### config.mk
export PLATFORM = sky130hd
export DESIGN_NAME = mac_result_buffer
export DESIGN_NICKNAME = d
export VERILOG_FILES = /design/src/rtl/mac_result_buffer.sv
export SDC_FILE = /design/constraint.sdc
export NUM_CORES = 1
export LEC_CHECK = 0
export ABC_AREA = 0
export CAP_MARGIN = 20
export CELL_PAD_IN_SITES_DETAIL_PLACEMENT = 1
export CELL_PAD_IN_SITES_GLOBAL_PLACEMENT = 2
export CORE_ASPECT_RATIO = 1.75
export CORE_MARGIN = 3
export CORE_UTILIZATION = 39
export DETAILED_ROUTE_END_ITERATION = 8
export PLACE_DENSITY_LB_ADDON = 0.08
export SLEW_MARGIN = 10
export SYNTH_ARGS = -nofsm -noshare
export SYNTH_HDL_FRONTEND = slang
export SYNTH_SLANG_ARGS = --single-unit
export TNS_END_PERCENT = 1
### constraint.sdc
create_clock -name i_clk -period 3 [get_ports i_clk]
set_clock_uncertainty 0.1 [all_clocks]
set_input_delay 0.6 -clock i_clk [delete_from_list [all_inputs] [get_ports i_clk]]
set_output_delay 0.6 -clock i_clk [all_outputs]
set_load 0.02 [all_outputs]
### src/rtl/mac_result_buffer.sv
// Result buffer behind a MAC stage: registers the raw result, converts it to a
// saturated int8 value (optional ReLU first) and queues it in a show-ahead FIFO.
module mac_result_buffer #(
  parameter int DEPTH   = 4,
  parameter int RELU_EN = 1
) (
  input  logic                     i_clk,
  input  logic                     i_reset,
  input  logic [10:0]              i_in_data,
  input  logic                     i_in_valid,
  output logic [7:0]               o_out_data,
  output logic                     o_out_valid,
  input  logic                     i_out_ready,
  output logic [$clog2(DEPTH):0]   o_count,
  output logic                     o_full,
  output logic                     o_overflow,
  output logic                     o_sat_flag
);

  localparam int AW = $clog2(DEPTH);
  localparam int CW = AW + 1;

  logic signed [10:0] r_s_data;
  logic               r_s_valid;
  logic [7:0]         r_mem [DEPTH];
  logic [AW-1:0]      r_wr_ptr;
  logic [AW-1:0]      r_rd_ptr;
  logic [CW-1:0]      r_count;
  logic               r_overflow;
  logic               r_sat_flag;

  logic [7:0]         w_conv;
  logic               w_clip;
  logic               w_push;
  logic               w_pop;

  always_ff @(posedge i_clk or posedge i_reset) begin
    if (i_reset) begin
      r_s_valid <= 1'b0;
      r_s_data  <= '0;
    end else begin
      r_s_valid <= i_in_valid;
      r_s_data  <= i_in_data;
    end
  end

  // ReLU clamp has priority and is not counted as saturation.
  always_comb begin
    w_conv = r_s_data[7:0];
    w_clip = 1'b0;
    if ((RELU_EN != 0) && (r_s_data < 0)) begin
      w_conv = 8'h00;
    end else if (r_s_data > 11'sd127) begin
      w_conv = 8'h7f;
      w_clip = 1'b1;
    end else if (r_s_data < -11'sd128) begin
      w_conv = 8'h80;
      w_clip = 1'b1;
    end
  end

  assign o_out_valid = (r_count != '0);
  assign o_full      = (r_count == CW'(DEPTH));
  assign w_pop       = o_out_valid && i_out_ready;
  assign w_push      = r_s_valid && (!o_full || w_pop);

  always_ff @(posedge i_clk) begin
    if (w_push) begin
      r_mem[r_wr_ptr] <= w_conv;
    end
  end

  // DEPTH is a power of two, so pointer wrap is the natural binary rollover.
  always_ff @(posedge i_clk or posedge i_reset) begin
    if (i_reset) begin
      r_wr_ptr   <= '0;
      r_rd_ptr   <= '0;
      r_count    <= '0;
      r_overflow <= 1'b0;
      r_sat_flag <= 1'b0;
    end else begin
      if (w_push) begin
        r_wr_ptr <= r_wr_ptr + AW'(1);
      end
      if (w_pop) begin
        r_rd_ptr <= r_rd_ptr + AW'(1);
      end
      case ({w_push, w_pop})
        2'b10:   r_count <= r_count + CW'(1);
        2'b01:   r_count <= r_count - CW'(1);
        default: r_count <= r_count;
      endcase
      if (r_s_valid && !w_push) begin
        r_overflow <= 1'b1;
      end
      if (w_push && w_clip) begin
        r_sat_flag <= 1'b1;
      end
    end
  end

  assign o_out_data = r_mem[r_rd_ptr];
  assign o_count    = r_count;
  assign o_overflow = r_overflow;
  assign o_sat_flag = r_sat_flag;

endmodule
-- After elaboration in Yosys (flattened, before gate mapping)
Memory sizes are Yosys's and may differ from the RTL's.
Cells that the tools add are included.
W data, S select, Z words.
- flip-flop bits (word level): 21
- memory bits (writable): 32
- input bits: 15
- output and inout port bits: 15
- word-level logic and storage cells: 36
- memories: 1
- memories (memory ; words ; width ; rd ports ; clocked after memory_dff ; write ports ; line ; source):
    r_mem ; 4 ; 8 ; 1 ; 0 ; 1 ; 25 ; logic [7:0] r_mem [DEPTH];
- add/subtract/negate cells: 4
- order comparisons: 3
- equality and inequality tests: 3
- mux-type cells: 9
- reduce and logical (&&, ||, !) cells: 9
- operators by type and width (kind ; number):
    $mux W8 ; 3
    $gt A11 B8 Y1 const B ; 1
    $lt A11 B1 Y1 const B ; 1
    $lt A11 B8 Y1 const B ; 1
    $pmux W3 S2 ; 1
    $mux W1 ; 5
    $add A2 B1 Y2 const B ; 2
    $logic_and A1 B1 Y1 ; 4
    $add A3 B1 Y3 const B ; 1
    $eq A3 B3 Y1 const B ; 1
    $reduce_bool A3 Y1 ; 1
    $sub A3 B1 Y3 const B ; 1
    $eq A2 B1 Y1 const B ; 1
    $eq A2 B2 Y1 const B ; 1
    $logic_not A1 Y1 ; 2
    $reduce_bool A2 Y1 ; 1
    $logic_or A1 B1 Y1 ; 1

-- Longest topological paths before layout
- depth after elaboration: 6
- gate-level depth with buffers: 10
- depth with buffers taken out: 9

-- Worst setup path after synthesis
OpenSTA, ideal clock, no wires.
- path kind: input to register
- start: input port i_out_ready
- end: register r_count[2], in the netlist o_count[2]
- library setup time: 0.080 ns
- arrival time: 2.050 ns
- required time: 2.820 ns
- path slack: 0.770 ns
- stages on the path: 10
- cell sequence: nor4b_2 > nor2b_1 > buf_6 > inv_1 > ha_1 > inv_1 > fa_1 > xor2_1 > nor2_1 > xor2_1
- word-level cells in the longest chain between the ends: 5
- ends and longest elaborated chain (what ; line ; source):
    start: declaration ; 13 ; input logic i_out_ready,
    $logic_and A1 B1 Y1 (*) ; 64 ; assign w_pop = o_out_valid && i_out_ready;
    $logic_or A1 B1 Y1 ; 65 ; assign w_push = r_s_valid && (!o_full || w_pop);
    $logic_and A1 B1 Y1 ; 65 ;
    $eq A2 B1 Y1 or $eq A2 B2 Y1 (tied branches) ; 88 ; case ({w_push, w_pop})
    $pmux W3 S2 or $reduce_bool A2 Y1 (tied branches) ; - ;
    end signal: assignment ; 89 ; 2'b10: r_count <= r_count + CW'(1);
    end signal: assignment ; 90 ; 2'b01: r_count <= r_count - CW'(1);
    end signal: assignment ; 91 ; default: r_count <= r_count;
    end: declaration ; 28 ; logic [CW-1:0] r_count;
Every way passes the cells marked *; elsewhere a longest branch is shown, timed or not.
A chain may end at the register's enable or synchronous reset.

-- Worst setup path in the final report
- start: register r_rd_ptr[0]
- end: output port o_out_data[4]
- word-level cells in the longest chain between the ends: 1
- ends and longest elaborated chain (what ; line ; source):
    start: declaration ; 27 ; logic [AW-1:0] r_rd_ptr;
    start signal: assignment ; 86 ; r_rd_ptr <= r_rd_ptr + AW'(1);
    $mem_v2 Z4 W8 ; - ;
    end: declaration ; 11 ; output logic [7:0] o_out_data,
No other way between the ends.

==> flow_metrics.tcl <==
set metrics [dict create \
    ios 30 \
    synth_cells 116 \
    drv_slew 0 \
    grt_usage 0.134 \
    fin_ws_ps 291 \
    met2_length_mm 2.08 \
    ys_seq_elements 53 \
    cts_tree "built" \
    die_h_um 102 \
    cp-startpoint "r_rd_ptr[0]$_DFFE_PP0P_" \
    p_comb_frac 0.365 \
    p_leak_nw 0.971 \
    detail-route-antenna-nets 0 \
    dr.pass1.iters 3 \
    cts_resized 0 \
    dr_total_vias 1030 \
    ys_seq_area_frac 0.726 \
    hold_buffers 0 \
    maxCapViolCount 0 \
    cts_sinks 53 \
    fp.dieW_um 60.8 \
    crit_arrival_ps 2010 \
    hold_viol_final 0 \
    fmax_mhz 369 \
    wl_met3_um 157 \
    antenna_found_initial 0 \
    worstPathCellList "buf_4, mux4_2, clkdlybuf4s50_1" \
    area_delta_synth_final_pct 22.2 \
    power_density_nw_per_um2 907 \
    drc_errors 0 \
    cp_max_fo 8 \
    criticalPathCategory "register to output port" \
    yosysUniqueCellTypes 27 \
    highest_layer "met4" \
    hp-class "register to register" \
    worst_pin_slew_ps 781 \
    place.gp.congestion 0.671 \
    portBuffers 29 \
    viasPerCell 4.93 \
    clk_pin_slew_ps 90 \
    avgRoutedWirePerCell_um 17.1 \
    nNetsFinal 175 \
    post-place-ws_ps 296 \
    status "finished, final reports clean" \
    grt_max_degree 22 \
    drive_gt1_frac 0.168 \
    insertion_delay_ps 300 \
    max_slew_margin 0.479 \
    end_kind "output port" \
    ys_warn_count 0 \
    grt_pass1_wl_mm 5.82 \
    avgSynthCellArea_um2 17.7 \
    wl_met1_mm 1.26 \
    r2r_start "o_count[0]$_DFFE_PP0P_" \
    drt-initial-drc-count 24 \
    setup_tns_ps 0 \
    p_int_w 0.00153 \
    diodes 0 \
    power_frac_seq 0.460 \
    cts_root_buf "clkbuf_8" \
    ir_worst_vdd_mv 0.393 \
    fin_crit_sh 0.903 \
    start_util 0.408 \
    coreArea_um2 5020 \
    dp_hpwl_mm 2.65 \
    num_rows 34 \
    htreeDepth 2 \
    post_cts_buffers 0 \
    grt_overflow 0 \
    cts_inserted_buffers 5 \
    synth_area_um2 2050 \
    switchingPower_w 0.000736 \
    fin_crit_ps 2710 \
    crit_path_max_incr_delay_ps 550 \
    swShare 0.325 \
    setup_viol 0 \
    rsz0062_at_grt "no" \
    power.share.clock 0.175 \
    die-area_um2 6190 \
    critPathSlowestCell "clkdlybuf4s50_1" \
    crit_required_ps 2300 \
    start_kind "register" \
    routed_wl_mm 3.58 \
    clk_path_buf_depth 2 \
    hp-start "o_overflow$_DFFE_PP0P_" \
    grt_pass1_vias 1172 \
]
registers in the layout, summed over array words and instances (netlist names):
register    flops
o_count         3
o_overflow      1
o_sat_flag      1
r_mem          32
r_rd_ptr        2
r_s_data       11
r_s_valid       1
r_wr_ptr        2
cells in the mapped netlist (all sizes together):
master	count	share of area
a21o	2	0.0086
a21oi	7	0.017
and2	4	0.013
and3	1	0.0031
buf	3	0.0098
clkbuf	1	0.0018
conb	1	0.0018
dfrtp	21	0.26
edfxtp	32	0.47
fa	1	0.0098
ha	5	0.031
inv	14	0.026
mux2	1	0.0073
mux2i	1	0.0049
mux4	8	0.088
nand2	1	0.0018
nor2	2	0.0037
nor2b	1	0.0031
nor3	1	0.0024
nor4b	1	0.0073
o31a	1	0.0049
or3	1	0.0037
xnor2	3	0.013
xor2	3	0.013
worst max-delay path, delay by kind of cell (launching register included):
kind,cells,cell delay (ps)
muxes,1,520
DFF,1,400
buffers and inverters,2,780
metrics by stage:
| step | std cells | instance area [µm²] | hold slack, ps | utilization | power (W) |
|---|---|---|---|---|---|
| 2_1_floorplan | 119 | 2060 | 349 | - | 0.00156 |
| 3_3_place_gp | 201 | 2420 | 347 | 0.481 | 0.00188 |
| 3_5_place_dp | 201 | 2420 | 362 | 0.481 | 0.00191 |
| 4_1_cts | 209 | 2500 | 385 | 0.499 | 0.00231 |
| 5_1_grt | 209 | 2500 | 403 | 0.499 | 0.00241 |
| 6_report | 209 | 2500 | 380 | 0.499 | 0.00227 |
routing by layer:
| metal | track usage | vias to the layer above |
|---|---|---|
| li1 | - | 476 |
| met1 | 0.136 | 523 |
| met2 | 0.240 | 26 |
| met3 | 0.0341 | 5 |
| met4 | 0.0701 | 0 |
| met5 | 0 | - |
final timing paths:
check / slack [ps] / to / depth (start not counted)
min in group asynchronous: 630 / o_sat_flag$_DFFE_PP0P_ / 2
hold / removal: 380 / o_overflow$_DFFE_PP0P_ / 1
max in group asynchronous: 1670 / r_s_data[1]$_DFF_PP0_ / 2
setup / recovery: 290 / o_out_data[4] / 3
hold reg to reg: 380 / o_overflow$_DFFE_PP0P_ / 1
setup reg to reg: 820 / o_count[2]$_DFFE_PP0P_ / 9
final cells by class:
cell class,count,area (µm²)
Multi-Input combinational cell,48,497
Timing Repair Buffer,32,313
Fill cell,494,2520
Tap cell,54,67.6
Sequential cell,53,1490
Clock inverter,2,15.0
Inverter,14,52.6
Clock buffer,6,72.6
cell families after synthesis:
group,Yosys count,share of synthesized area
flip-flops,53,0.726
other,1,0.00183
buffers and inverters,18,0.0373
AND/OR/NAND/NOR,12,0.0385
multiplexers,10,0.100
adder cells (fa/ha/maj),6,0.0403
AO/OA/AOI/OAI,10,0.0305
XOR/XNOR,6,0.0257
power by group through the flow:
stage,registers [W],logic (W),clock network [W]
2_1_floorplan,0.00104,0.000518,0
3_3_place_gp,0.00106,0.000825,0
3_5_place_dp,0.00107,0.000843,0
4_1_cts,0.00105,0.000846,0.000411
5_1_grt,0.00107,0.000903,0.000437
6_report,0.00104,0.000828,0.000397
cells in the final DEF, fill, tap and decap left out, drive strengths merged:
master / instances
a21oi: 7
nor2: 2
and3: 1
conb: 4
buf: 3
nor3: 1
clkdlybuf4s50: 29
and2: 4
mux2: 1
clkbuf: 6
inv: 14
mux2i: 1
dfrtp: 21
edfxtp: 32
xnor2: 3
or3: 1
fa: 1
a21o: 2
ha: 5
nor4b: 1
xor2: 3
nand2: 1
clkinvlp: 2
mux4: 8
o31a: 1
nor2b: 1
(Power assumes the default switching activity.)
